File: src/rtl/im_access_arbiter.sv
// rtl/im_access_arbiter.sv - instruction memory arbiter between fetch and debug/loader ports
// Fetch wins ties unless debug has lost DBG_MAX_WAIT consecutive cycles.
module im_access_arbiter #(
    parameter logic [15:0] IM_BASE      = 16'h3000,
    parameter int          DEPTH_LOG2   = 8,
    parameter int          DBG_MAX_WAIT = 4
) (
    input  logic                  clk,
    input  logic                  rstn,
    input  logic                  fetch_req,
    input  logic [15:0]           fetch_addr,
    output logic                  fetch_gnt,
    output logic                  fetch_rvalid,
    output logic [31:0]           fetch_rdata,
    output logic                  fetch_err,
    input  logic                  dbg_req,
    input  logic                  dbg_we,
    input  logic [15:0]           dbg_addr,
    input  logic [31:0]           dbg_wdata,
    output logic                  dbg_gnt,
    output logic                  dbg_rvalid,
    output logic [31:0]           dbg_rdata,
    output logic                  dbg_err,
    output logic [DEPTH_LOG2-1:0] mem_addr,
    output logic                  mem_we,
    output logic [31:0]           mem_wdata,
    input  logic [31:0]           mem_rdata
);

    localparam int              WW       = (DBG_MAX_WAIT < 1) ? 1 : $clog2(DBG_MAX_WAIT + 1);
    localparam logic [WW-1:0]   WAIT_MAX = WW'(DBG_MAX_WAIT);
    localparam logic [1:0]      OWN_NONE  = 2'd0;
    localparam logic [1:0]      OWN_FETCH = 2'd1;
    localparam logic [1:0]      OWN_DBG   = 2'd2;

    logic [WW-1:0]         wait_cnt;
    logic [1:0]            owner;
    logic                  rsp_err;
    logic                  rsp_rd;
    logic [31:0]           fetch_rdata_q;
    logic [31:0]           dbg_rdata_q;
    logic [DEPTH_LOG2-1:0] addr_q;
    logic [31:0]           wdata_q;

    logic                  dbg_win;
    logic [15:0]           acc_addr;
    logic [15:0]           acc_off;
    logic                  acc_ok;
    logic                  acc_hit;

    always_comb begin
        dbg_win   = rstn && dbg_req && (!fetch_req || wait_cnt == WAIT_MAX);
        dbg_gnt   = dbg_win;
        fetch_gnt = rstn && fetch_req && !dbg_win;
        acc_addr  = dbg_win ? dbg_addr : fetch_addr;
        acc_off   = acc_addr - IM_BASE;
        // addr[1:0] == off[1:0] + IM_BASE[1:0] (mod 4), so alignment can be judged from the offset
        acc_ok    = (acc_addr >= IM_BASE)
                 && ((acc_off[1:0] + IM_BASE[1:0]) == 2'b00)
                 && (32'(acc_off[15:2]) < (32'd1 << DEPTH_LOG2));
        acc_hit   = (fetch_gnt || dbg_gnt) && acc_ok;
        mem_we    = dbg_gnt && dbg_we && acc_ok;
        mem_addr  = acc_hit ? acc_off[DEPTH_LOG2+1:2] : addr_q;
        mem_wdata = mem_we ? dbg_wdata : wdata_q;
    end

    always_comb begin
        fetch_rvalid = (owner == OWN_FETCH);
        fetch_err    = fetch_rvalid && rsp_err;
        fetch_rdata  = fetch_rvalid ? (rsp_err ? 32'd0 : mem_rdata) : fetch_rdata_q;
        dbg_rvalid   = (owner == OWN_DBG) && rsp_rd;
        dbg_err      = (owner == OWN_DBG) && rsp_err;
        dbg_rdata    = dbg_rvalid ? (rsp_err ? 32'd0 : mem_rdata) : dbg_rdata_q;
    end

    always_ff @(posedge clk or negedge rstn) begin
        if (!rstn) begin
            wait_cnt      <= '0;
            owner         <= OWN_NONE;
            rsp_err       <= 1'b0;
            rsp_rd        <= 1'b0;
            fetch_rdata_q <= 32'd0;
            dbg_rdata_q   <= 32'd0;
            addr_q        <= '0;
            wdata_q       <= 32'd0;
        end else begin
            if (dbg_req && !dbg_gnt)
                wait_cnt <= (wait_cnt == WAIT_MAX) ? wait_cnt : wait_cnt + 1'b1;
            else
                wait_cnt <= '0;

            // Successful debug writes produce no response at all
            if (fetch_gnt) begin
                owner   <= OWN_FETCH;
                rsp_err <= !acc_ok;
                rsp_rd  <= 1'b1;
            end else if (dbg_gnt && (!dbg_we || !acc_ok)) begin
                owner   <= OWN_DBG;
                rsp_err <= !acc_ok;
                rsp_rd  <= !dbg_we;
            end else begin
                owner   <= OWN_NONE;
                rsp_err <= 1'b0;
                rsp_rd  <= 1'b0;
            end

            if (fetch_rvalid) fetch_rdata_q <= fetch_rdata;
            if (dbg_rvalid)   dbg_rdata_q   <= dbg_rdata;
            if (acc_hit)      addr_q        <= mem_addr;
            if (mem_we)       wdata_q       <= dbg_wdata;
        end
    end

endmodule

File: config.mk
export PLATFORM = sky130hd
export DESIGN_NAME = im_access_arbiter
export DESIGN_NICKNAME = d
export VERILOG_FILES = /design/src/rtl/im_access_arbiter.sv
export SDC_FILE = /design/constraint.sdc
export NUM_CORES = 1
export LEC_CHECK = 0
export ABC_CLOCK_PERIOD_IN_PS = 2100
export BUFFER_PORTS_ARGS = -buffer_cell sky130_fd_sc_hd__buf_2
export CORE_UTILIZATION = 43
export DETAILED_ROUTE_END_ITERATION = 6
export GPL_TIMING_DRIVEN = 0
export PLACE_DENSITY = 0.79
export SLEW_MARGIN = 20
export SYNTH_ARGS = -nofsm -noshare
export SYNTH_HDL_FRONTEND = slang
export SYNTH_SLANG_ARGS = --single-unit
File: constraint.sdc
create_clock -name clk -period 2.1 [get_ports clk]
set_input_delay 0.315 -clock clk [delete_from_list [all_inputs] [get_ports clk]]
set_output_delay 0.315 -clock clk [all_outputs]
set_load 0.02 [all_outputs]
==> metrics.md, run 1 <==
| Metric | Value |
|---|---|
| Core Box Area | 10,890 µm² |
| Ant. Diodes | 0 |
| IO buf count | 211 |
| Leading area contributor after synthesis | dfrtp_1 |
| Peak supply drop | 482.9 µV |
| Num CTS Buffers | 9 |
| Clk pin slew, worst setup/hold paths | 0.11 ns |
| Final Worst Setup Slack | -0.5837 ns |
| Leakage | 3.742 nW |
| Crit-path max FO | 10 |
| TNS Setup | -19.53 ns |
| Share of the synthesized area in the top cell type | 0.5753 |
| Clock skew | 0.01631 ns |
| DR DRC count | 0 |
| RSZ-0062 raised after global routing | yes |
| CP Launch Type | flip-flop |
| Largest net degree at the start of global routing | 85 |
| Crit path time final | 2.684 ns |
| Rel. slew slack | 0.6813 |
| WL/cell | 18.60 µm |
| Vias in the first global route | 4,698 |
| Final #Nets | 818 |
| Critical Path RT | 1.78 ns |
| Max cap viols | 0 |
| Syn_area_per_cell | 10.47 µm² |
| Slew at the pin closest to its max-slew limit | 0.4781 ns |
| Die width | 108.0 µm |
| Post-DP HPWL | 10,040 µm |
| Filler cell count in the final layout | 815 |
| GRT overflow | 0 |
| GRT Overall Usage | 0.2739 |
| Count of different cell masters after synthesis | 31 |
| Area growth syn-to-layout | 50.12% |
| H-tree depth reported by CTS | 3 |
| Pwr/cell area | 760.3 nW/µm² |
| Clk sink count | 111 |
| Gpl congestion | 0.8006 |
| Global-route wire length before repair | 23,840 µm |
| Part of the Yosys area used for sequential elements | 0.5753 |
| Mapped cell area | 4828 µm² |
| Synthesized instance count | 461 |
| Clk_lat worst skew | 0.38 ns |
| I/O pin cnt | 212 |
| Worst path arrival time | 2.37 ns |
| Synth warn | 0 |
| Leading post-synthesis cells by cell area | dfrtp_1, o21ai_0, mux2_2 |
| Final hold violation count | 32 |
| Die area | 11,660 µm² |
| Final period util | 1.278 |
| Worst-case clock buffer depth | 2 |
| Fmax | 372.6 MHz |
| Violated checks | hold timing, setup timing |
| Placed Instances | 813 |
| WL final | 15,990 µm |
| Final setup fails | 42 |
| Worst hold slack | -0.1976 ns |
| Layout cells sized above 1 | 0.5000 |
| Status | finished, violations left |
| Critical path type | flip-flop to output port |
| Post-Syn Nets | 564 |
| Synthesized flop and latch total | 111 |
| DR vias/cell | 5.244 |
| DRT Pass-1 Iters | 4 |
| Clock Tree Root | clkbuf_8 |
| DR iter-0 viols | 269 |
| Worst Hold Class | input pin to asynchronous set/reset pin |
| CTS tree | yes |
| Slew Viols, Final | 0 |
| Initial cell density of the core | 0.4435 |
| Die height | 108.0 µm |
| Routed via count | 4,510 |
| DRT antenna net count | 0 |
| Cell row count | 38 |
| Non-filler cells, final | 860 |
| Initial antenna violation count | 0 |
| Critical Path Sink Type | output port |
| Worst slack at placement | -0.7036 ns |
## stage by stage
| stage | power [mW] | hold WS (ns) | cell area, µm² | utilization |
|---|---|---|---|---|
| 2_1_floorplan | 3.469 | 0.01941 | 4842 | - |
| 3_3_place_gp | 4.017 | 0.4504 | 6073 | 0.5578 |
| 3_5_place_dp | 4.092 | 0.2201 | 6107 | 0.5609 |
| 4_1_cts | 5.396 | -0.2075 | 7012 | 0.6440 |
| 5_1_grt | 5.829 | -0.2041 | 7248 | 0.6657 |
| 6_report | 5.511 | -0.1976 | 7248 | 0.6657 |
## path summary, 6_finish.rpt
kind                            slack, ns  cells after the start              start                 to
min in group clk                     0.18                      2             dbg_we             rsp_rd
worst min register to register       0.48                      2  fetch_rdata_q[17]  fetch_rdata_q[17]
max in group asynchronous            1.59                      2               rstn            rsp_err
worst max register to register       0.04                      8        wait_cnt[0]          addr_q[1]
worst max-delay path                -0.58                      8        wait_cnt[0]        mem_addr[0]
worst min-delay path                -0.20                      1               rstn  fetch_rdata_q[12]
## routing by layer
metal	share of wire	vias up	track usage	wire, µm
met2	0.51	181	0.4645	8090
met1	0.38	2190	0.3072	6098
met4	0.040	0	0.1536	632
met5	0	-	0	0
li1	-	2097	-	-
met3	0.073	42	0.08198	1170
## critical path, cell delays in order, from the launching register on
cell and delay [ns]:
dfrtp_1 0.36, inv_1 0.05, ha_2 0.19, a21bo_4 0.24, a311o_1 0.32, a21oi_4 0.19, buf_12 0.17, mux2_4 0.31
buf_2 0.16
## power breakdown
group	switching [mW]	internal (mW)	total, mW
clock	0.751	0.475	1.23
sequential	0.102	2.45	2.55
combinational	1.06	0.672	1.73
total	1.92	3.59	5.51
## layout by cell type (no fill, tap or decap), types with 3 or more instances in the layout
cell,netlist,final
buf_2,3,150
buf_4,0,46
buf_6,0,54
buf_8,0,6
clkbuf_1,23,5
clkbuf_2,0,4
clkbuf_8,0,12
dfrtp_1,111,111
inv_1,5,5
mux2_2,46,14
mux2_4,10,42
nand2_1,102,97
nand2_4,0,3
nor2_1,6,5
o21ai_0,129,97
o21ai_1,0,23
o21ai_2,0,8
## area by class of cell
cell class / count / area (µm²) / share of cell area
sequential: 111 / 2778 / 0.3832
clock inverter: 5 / 38.79 / 0.005351
buffer: 27 / 251.5 / 0.03470
tap: 140 / 175.2 / 0.02417
clock buffer: 11 / 141.4 / 0.01951
inverter: 6 / 26.28 / 0.003625
timing repair buffer: 245 / 1713 / 0.2363
multi-input combinational: 315 / 2125 / 0.2931
## flip-flops by register name, summed over array words and instances (netlist names)
name and flops:
addr_q 8, dbg_rdata_q 32, fetch_rdata_q 32, owner 2
rsp_err 1, rsp_rd 1, wait_cnt 3, wdata_q 32
## timing repair
| item | in CTS | in global routing |
|---|---|---|
| setup endpoints to repair | 135 | 105 |
| setup buffers | 19 | 12 |
| endpoints found under the hold margin | 32 | 32 |
| pin swaps | 3 | 2 |
| resized for setup | 178 | 97 |
| gates cloned | 3 | 0 |
## synthesized netlist by cell type
| library cell | count |
|---|---|
| nor2_1 | 6 |
| clkinv_1 | 1 |
| a21bo_2 | 1 |
| nor3_1 | 1 |
| clkbuf_1 | 23 |
| buf_12 | 1 |
| nor3b_1 | 1 |
| nand3b_1 | 1 |
| o21bai_1 | 1 |
| dfrtp_1 | 111 |
| nor4_1 | 1 |
| a21oi_1 | 1 |
| a21oi_4 | 1 |
| mux2_2 | 46 |
| a311o_1 | 1 |
| or4_1 | 1 |
| and2_1 | 1 |
| ha_1 | 2 |
| inv_1 | 5 |
| buf_2 | 3 |
| nand3_1 | 3 |
| nand4b_1 | 1 |
| and3_1 | 1 |
| nand2b_1 | 1 |
| nand4bb_1 | 1 |
| nand2_1 | 102 |
| nor4bb_1 | 1 |
| xnor2_1 | 1 |
| mux2_4 | 10 |
| o21ai_0 | 129 |
| buf_1 | 2 |
## cells by family (layout without fill, tap and decap cells)
group,Yosys count,in the layout,synth area share
compound gates,134,134,0.1438
simple gates,122,122,0.1042
flops,111,111,0.5753
mux,56,56,0.1384
buf+inv,35,294,0.03135
fa+ha+maj,2,2,0.005182
xor+xnor,1,1,0.001814
(Power assumes the default switching activity.)
==> run 2: changes to the inputs <==
==> constraint.sdc (replaced) <==
create_clock -name clk -period 2.1 [get_ports clk]
set_input_delay 0.42 -clock clk [delete_from_list [all_inputs] [get_ports clk]]
set_output_delay 0.42 -clock clk [all_outputs]
set_load 0.02 [all_outputs]
==> metrics.md, run 2 (same netlist as run 1, synthesis figures left out) <==
| Metric | Value |
|---|---|
| Status | finished, violations left |
| Violated checks | setup timing |
| Psw | 2.398 mW |
| Clock Tree Root | clkbuf_8 |
| Routed via count | 4,953 |
| Peak supply drop | 727.6 µV |
| Global-route wire length before repair | 25,670 µm |
| DRT Pass-1 Iters | 4 |
| IO buf count | 211 |
| Worst hold slack | 0.03687 ns |
| Gate power share | 0.395 |
| Cell row count | 38 |
| Die area | 11,660 µm² |
| Final hold violation count | 0 |
| Worst Hold Class | input pin to asynchronous set/reset pin |
| Critical path cell sequence | inv_2 -> ha_4 -> a21bo_4 -> a311o_1 -> a21oi_4 -> clkbuf_16 -> mux2_4 -> buf_6 |
| Final setup fails | 104 |
| Largest net degree at the start of global routing | 46 |
| Crit path time final | 2.782 ns |
| Biggest regs | dbg_rdata_q x32, fetch_rdata_q x32, wdata_q x32 |
| GRT overflow | 0 |
| Ant. Diodes | 0 |
| Die width | 108.0 µm |
| Clk_lat worst skew | 0.37 ns |
| I/O pin cnt | 212 |
| Commonest non-fill, non-tap cell in the layout | buf_6 |
| Crit-path max cell delay | 0.39 ns |
| Critical Path Sink Type | output port |
| Fmax | 359.4 MHz |
| Core Box Area | 10,890 µm² |
| Clock skew | 0.01791 ns |
| Vias in the first global route | 4,901 |
| Die height | 108.0 µm |
| Non-filler cells, final | 903 |
| TNS Setup | -30.13 ns |
| DR vias/cell | 5.485 |
| Placed cell area | 6103 µm² |
| CP top delay family | compound AO/OA/AOI/OAI gates |
| Gpl congestion | 0.8045 |
| Pwr/cell area | 749.2 nW/µm² |
| Final period util | 1.325 |
| Worst path arrival time | 2.36 ns |
| Critical-path top delay cell | dfrtp_1 |
| WL/cell | 21.45 µm |
| WL final | 19,370 µm |
| Power share of the clock group | 0.203 |
| H-tree depth reported by CTS | 3 |
| GRT Overall Usage | 0.2949 |
| Worst path bufs/invs | 3 |
| Cell area after layout | 8940 µm² |
| DR DRC count | 0 |
| CTS tree | yes |
| Clk pin slew, worst setup/hold paths | 0.11 ns |
| Final Worst Setup Slack | -0.6823 ns |
| Initial antenna violation count | 1 |
| Initial cell density of the core | 0.4435 |
| CP Launch Type | flip-flop |
| Int Pwr | 4.300 mW |
| Layout cells sized above 1 | 0.6553 |
| Most frequent cells in the layout | buf_6, dfrtp_1, buf_2 |
| Rel. slew slack | 0.6665 |
| Final #Nets | 861 |
| DRT antenna net count | 0 |
| Worst slack at placement | -0.9063 ns |
| Placed Instances | 813 |
| Slew at the pin closest to its max-slew limit | 0.4951 ns |
| Num CTS Buffers | 9 |
| Area growth syn-to-layout | 85.15% |
| Leakage | 4.377 nW |
| Sw Share | 0.3581 |
| Clk sink count | 111 |
| Worst-case clock buffer depth | 2 |
| Slew Viols, Final | 0 |
| RSZ-0062 raised after global routing | yes |
| DR iter-0 viols | 397 |
| Flop pwr share | 0.401 |
| Crit-path max FO | 5 |
| Max cap viols | 0 |
| Critical path type | flip-flop to output port |
| Post-DP HPWL | 10,110 µm |
| Critical Path RT | 1.68 ns |
## run 2: changes by cell type in the layout (fill, tap and decap cells not counted), moves of 5 or more
cell	before	now
o21ai_4	1	20
nand2_4	3	36
o21ai_0	97	69
mux2_4	42	47
mux2_2	14	9
buf_6	54	117
clkbuf_16	1	11
nand2_2	2	15
buf_2	150	107
o21ai_2	8	31
o21ai_1	23	9
nand2_1	97	49
buf_8	6	11
## run 2: layout make-up
class	count	area, µm²
multi-input cells	316	2798
flip-flops and latches	111	2778
repair buffers	288	2559
fillers	545	1948
plain buffers	26	396.6
well taps	140	175.2
clock buffers	9	123.9
clock inverters	7	80.08
inverters	6	30.03
## run 2: final timing paths
path	from	end	slack [ns]	cells past startpoint
max reg2reg	wait_cnt[0]	addr_q[0]	-0.02	8
min in group clk	dbg_we	rsp_rd	0.25	2
max	wait_cnt[0]	mem_addr[6]	-0.68	8
min reg2reg	fetch_rdata_q[4]	fetch_rdata_q[4]	0.50	2
max in group asynchronous	rstn	wdata_q[9]	1.75	2
min	rstn	fetch_rdata_q[2]	0.04	2
## run 2: per-layer routing
layer	GRT usage	vias up	part of all wire
li1	-	2188	-
met1	0.3365	2495	0.37
met2	0.5209	223	0.54
met3	0.06751	47	0.060
met4	0.1399	0	0.032
met5	0	-	0
## run 2: repair_timing
item                                    4_1_cts  5_1_grt
endpoints found under the hold margin        45        0
buffers inserted                             32       31
pin swaps                                    45       26
hold buffers                                  1        0
gates resized for setup                     398      206
endpoints found under the setup margin      148      111
cloned                                       10        4
## run 2: power groups by stage
stage	clock network [mW]	logic, mW	registers (mW)
after floorplan	0	0.913	2.55
after global placement	0	1.45	2.57
after detailed placement	0	1.50	2.59
after CTS	1.36	2.11	2.62
after global routing	1.47	2.79	2.71
final	1.36	2.65	2.69
## run 2: worst register-to-register path: cells and delay by family, from the launching register on
family / cells / cell delay, ns
mux: 1 / 0.36
flops: 1 / 0.39
fa+ha+maj: 1 / 0.16
buf+inv: 3 / 0.35
compound gates: 3 / 0.76
## run 2: metrics by stage
stage | utilization | total power [mW]
after floorplan | - | 3.467
after global placement | 0.5575 | 4.016
after detailed placement | 0.5606 | 4.092
after CTS | 0.7404 | 6.088
after global routing | 0.8211 | 6.973
final | 0.8211 | 6.698
==> run 3: changes to the inputs <==
--- a/config.mk
+++ b/config.mk
@@ -7,10 +7,12 @@
 export LEC_CHECK = 0
 export ABC_CLOCK_PERIOD_IN_PS = 2100
 export BUFFER_PORTS_ARGS = -buffer_cell sky130_fd_sc_hd__buf_2
+export CAP_MARGIN = 20
 export CORE_UTILIZATION = 43
 export DETAILED_ROUTE_END_ITERATION = 6
 export GPL_TIMING_DRIVEN = 0
 export PLACE_DENSITY = 0.79
+export SETUP_SLACK_MARGIN = 0.2
 export SLEW_MARGIN = 20
 export SYNTH_ARGS = -nofsm -noshare
 export SYNTH_HDL_FRONTEND = slang
==> metrics.md, run 3 (same netlist as run 1, synthesis figures left out) <==
| Metric | Value |
|---|---|
| Largest net degree at the start of global routing | 73 |
| Met1 usage | 0.3480 |
| Die area | 11,660 µm² |
| Layout cells sized above 1 | 0.6939 |
| DRT Pass-1 Iters | 4 |
| Pwr/cell area | 725.3 nW/µm² |
| Final period util | 1.333 |
| Global-route wire length before repair | 28,060 µm |
| Max cap viols | 0 |
| Status | finished, violations left |
| IO buf count | 211 |
| Core Box Area | 10,890 µm² |
| Leakage | 4.630 nW |
| Final hold violation count | 0 |
| Worst path bufs/invs | 4 |
| Critical Path Sink Type | output port |
| Clk sink count | 111 |
| DR vias/cell | 5.521 |
| Worst path arrival time | 2.38 ns |
| WL/cell | 22.17 µm |
| Clock Tree Root | clkbuf_8 |
| Crit-path max FO | 5 |
| H-tree depth reported by CTS | 3 |
| CP Launch Type | flip-flop |
| Die height | 108.0 µm |
| RSZ-0062 raised after global routing | yes |
| Gpl congestion | 0.7824 |
| M2 GR Usage | 0.6092 |
| Slew at the pin closest to its max-slew limit | 0.5261 ns |
| Commonest non-fill, non-tap cell in the layout | buf_6 |
| CTS tree | yes |
| Die width | 108.0 µm |
| Levels on crit path | 9 |
| WL final | 20,490 µm |
| GRT overflow | 0 |
| Most frequent cells in the layout | buf_6, dfrtp_1, buf_2 |
| Met3 usage | 0.07414 |
| Clk pin slew, worst setup/hold paths | 0.13 ns |
| Setup crit start | wait_cnt[1] |
| Final #Nets | 882 |
| Critical Path RT | 1.68 ns |
| Cell mode on critical path | buf_6 |
| Non-filler cells, final | 924 |
| DRT antenna net count | 0 |
| Worst-case clock buffer depth | 2 |
| Fmax | 357.1 MHz |
| R2r startpoint | wait_cnt[1] |
| Crit-path max cell delay | 0.38 ns |
| I/O pin cnt | 212 |
| Initial cell density of the core | 0.4435 |
| Critical path type | flip-flop to output port |
| Final Worst Setup Slack | -0.7000 ns |
| Biggest regs | dbg_rdata_q x32, fetch_rdata_q x32, wdata_q x32 |
| Post-DP HPWL | 9960 µm |
| Cell area after layout | 9639 µm² |
| Num CTS Buffers | 9 |
| Critical path cell sequence | inv_2 -> ha_4 -> a21bo_4 -> a311o_1 -> a21oi_4 -> buf_6 -> buf_12 -> mux2_4 -> buf_6 |
| DR iter-0 viols | 321 |
| Clock skew | 0.01992 ns |
| TNS Setup | -33.42 ns |
| Vias in the first global route | 5,378 |
| Placed cell area | 6171 µm² |
| Final setup fails | 104 |
| Critical-path top delay cell | dfrtp_1 |
| Cell row count | 38 |
| Filler cell count in the final layout | 472 |
| Ant. Diodes | 0 |
| Global route hottest layer | met2 |
| DR DRC count | 0 |
| Initial antenna violation count | 0 |
| Violated checks | setup timing |
| Worst Hold Class | input pin to asynchronous set/reset pin |
| CP top delay family | compound AO/OA/AOI/OAI gates |
| Clk_lat worst skew | 0.39 ns |
| Placed Instances | 813 |
| Slew Viols, Final | 0 |
| Peak supply drop | 462.8 µV |
| FF-to-FF path depth | 9 |
| Rel. slew slack | 0.6493 |
| Area growth syn-to-layout | 99.64% |
| Routed via count | 5,101 |
| Crit path time final | 2.800 ns |
| GRT Overall Usage | 0.3226 |
| Power Total | 6.991 mW |
==> run 3: cell types whose count changed in the layout (fill, tap and decap cells not counted), moves of 3 or more <==
| cell | delta |
|---|---|
| buf_12 | +4 |
| buf_2 | -7 |
| buf_4 | +4 |
| buf_6 | +12 |
| buf_8 | +3 |
| clkbuf_16 | +6 |
| nand2_1 | -10 |
| nand2_2 | -10 |
| nand2_4 | +16 |
| nand2_8 | +4 |
| o21ai_0 | -4 |
| o21ai_1 | -9 |
| o21ai_4 | +12 |
==> run 3: where the power goes <==
group	internal, mW	switching, mW	total [mW]	leakage, nW
Clock	0.472	0.772	1.24	0.0870
Sequential	2.45	0.283	2.74	1.45
Combinational	1.50	1.51	3.01	3.10
Total	4.42	2.57	6.99	4.63
==> run 3: per-stage QoR <==
stage,util,hold slack [ns],worst slack (ns)
CTS,0.8195,0.05463,-0.6596
finish,0.8853,0.03901,-0.7000
floorplan,-,0.1244,-0.3246
global placement,0.5637,0.4499,-2.376
detailed placement,0.5668,0.3682,-0.6428
global route,0.8853,0.06108,-0.7617
==> run 3: routing by layer <==
| metal | part of all wire | routed length (µm) |
|---|---|---|
| met1 | 0.35 | 7088 |
| met2 | 0.55 | 11340 |
| met3 | 0.056 | 1139 |
| met4 | 0.045 | 921 |
| met5 | 0 | 0 |
==> run 3: path summary, 6_finish.rpt <==
path | end | slack (ns)
setup / recovery | mem_addr[7] | -0.70
max in group asynchronous | wdata_q[25] | 1.67
hold / removal | fetch_rdata_q[7] | 0.04
min in group clk | rsp_rd | 0.23
setup reg to reg | addr_q[1] | 0.01
hold reg to reg | wdata_q[15] | 0.52
==> run 3: cell type report <==
class | instances | area, µm² | share of cell area
timing repair buffer | 307 | 2844 | 0.2950
buffer | 29 | 518.0 | 0.05374
clock inverter | 4 | 30.03 | 0.003115
tap | 140 | 175.2 | 0.01817
sequential | 111 | 2778 | 0.2882
inverter | 6 | 37.54 | 0.003894
multi-input combinational | 315 | 3112 | 0.3228
clock buffer | 12 | 145.1 | 0.01506
==> run 3: timing repair <==
action,in CTS,in global routing
resized for setup,595,96
gates cloned,13,1
buffers inserted,46,34
pin swaps,75,18
hold buffers,1,0
setup endpoints to repair,124,148
endpoints found under the hold margin,39,0
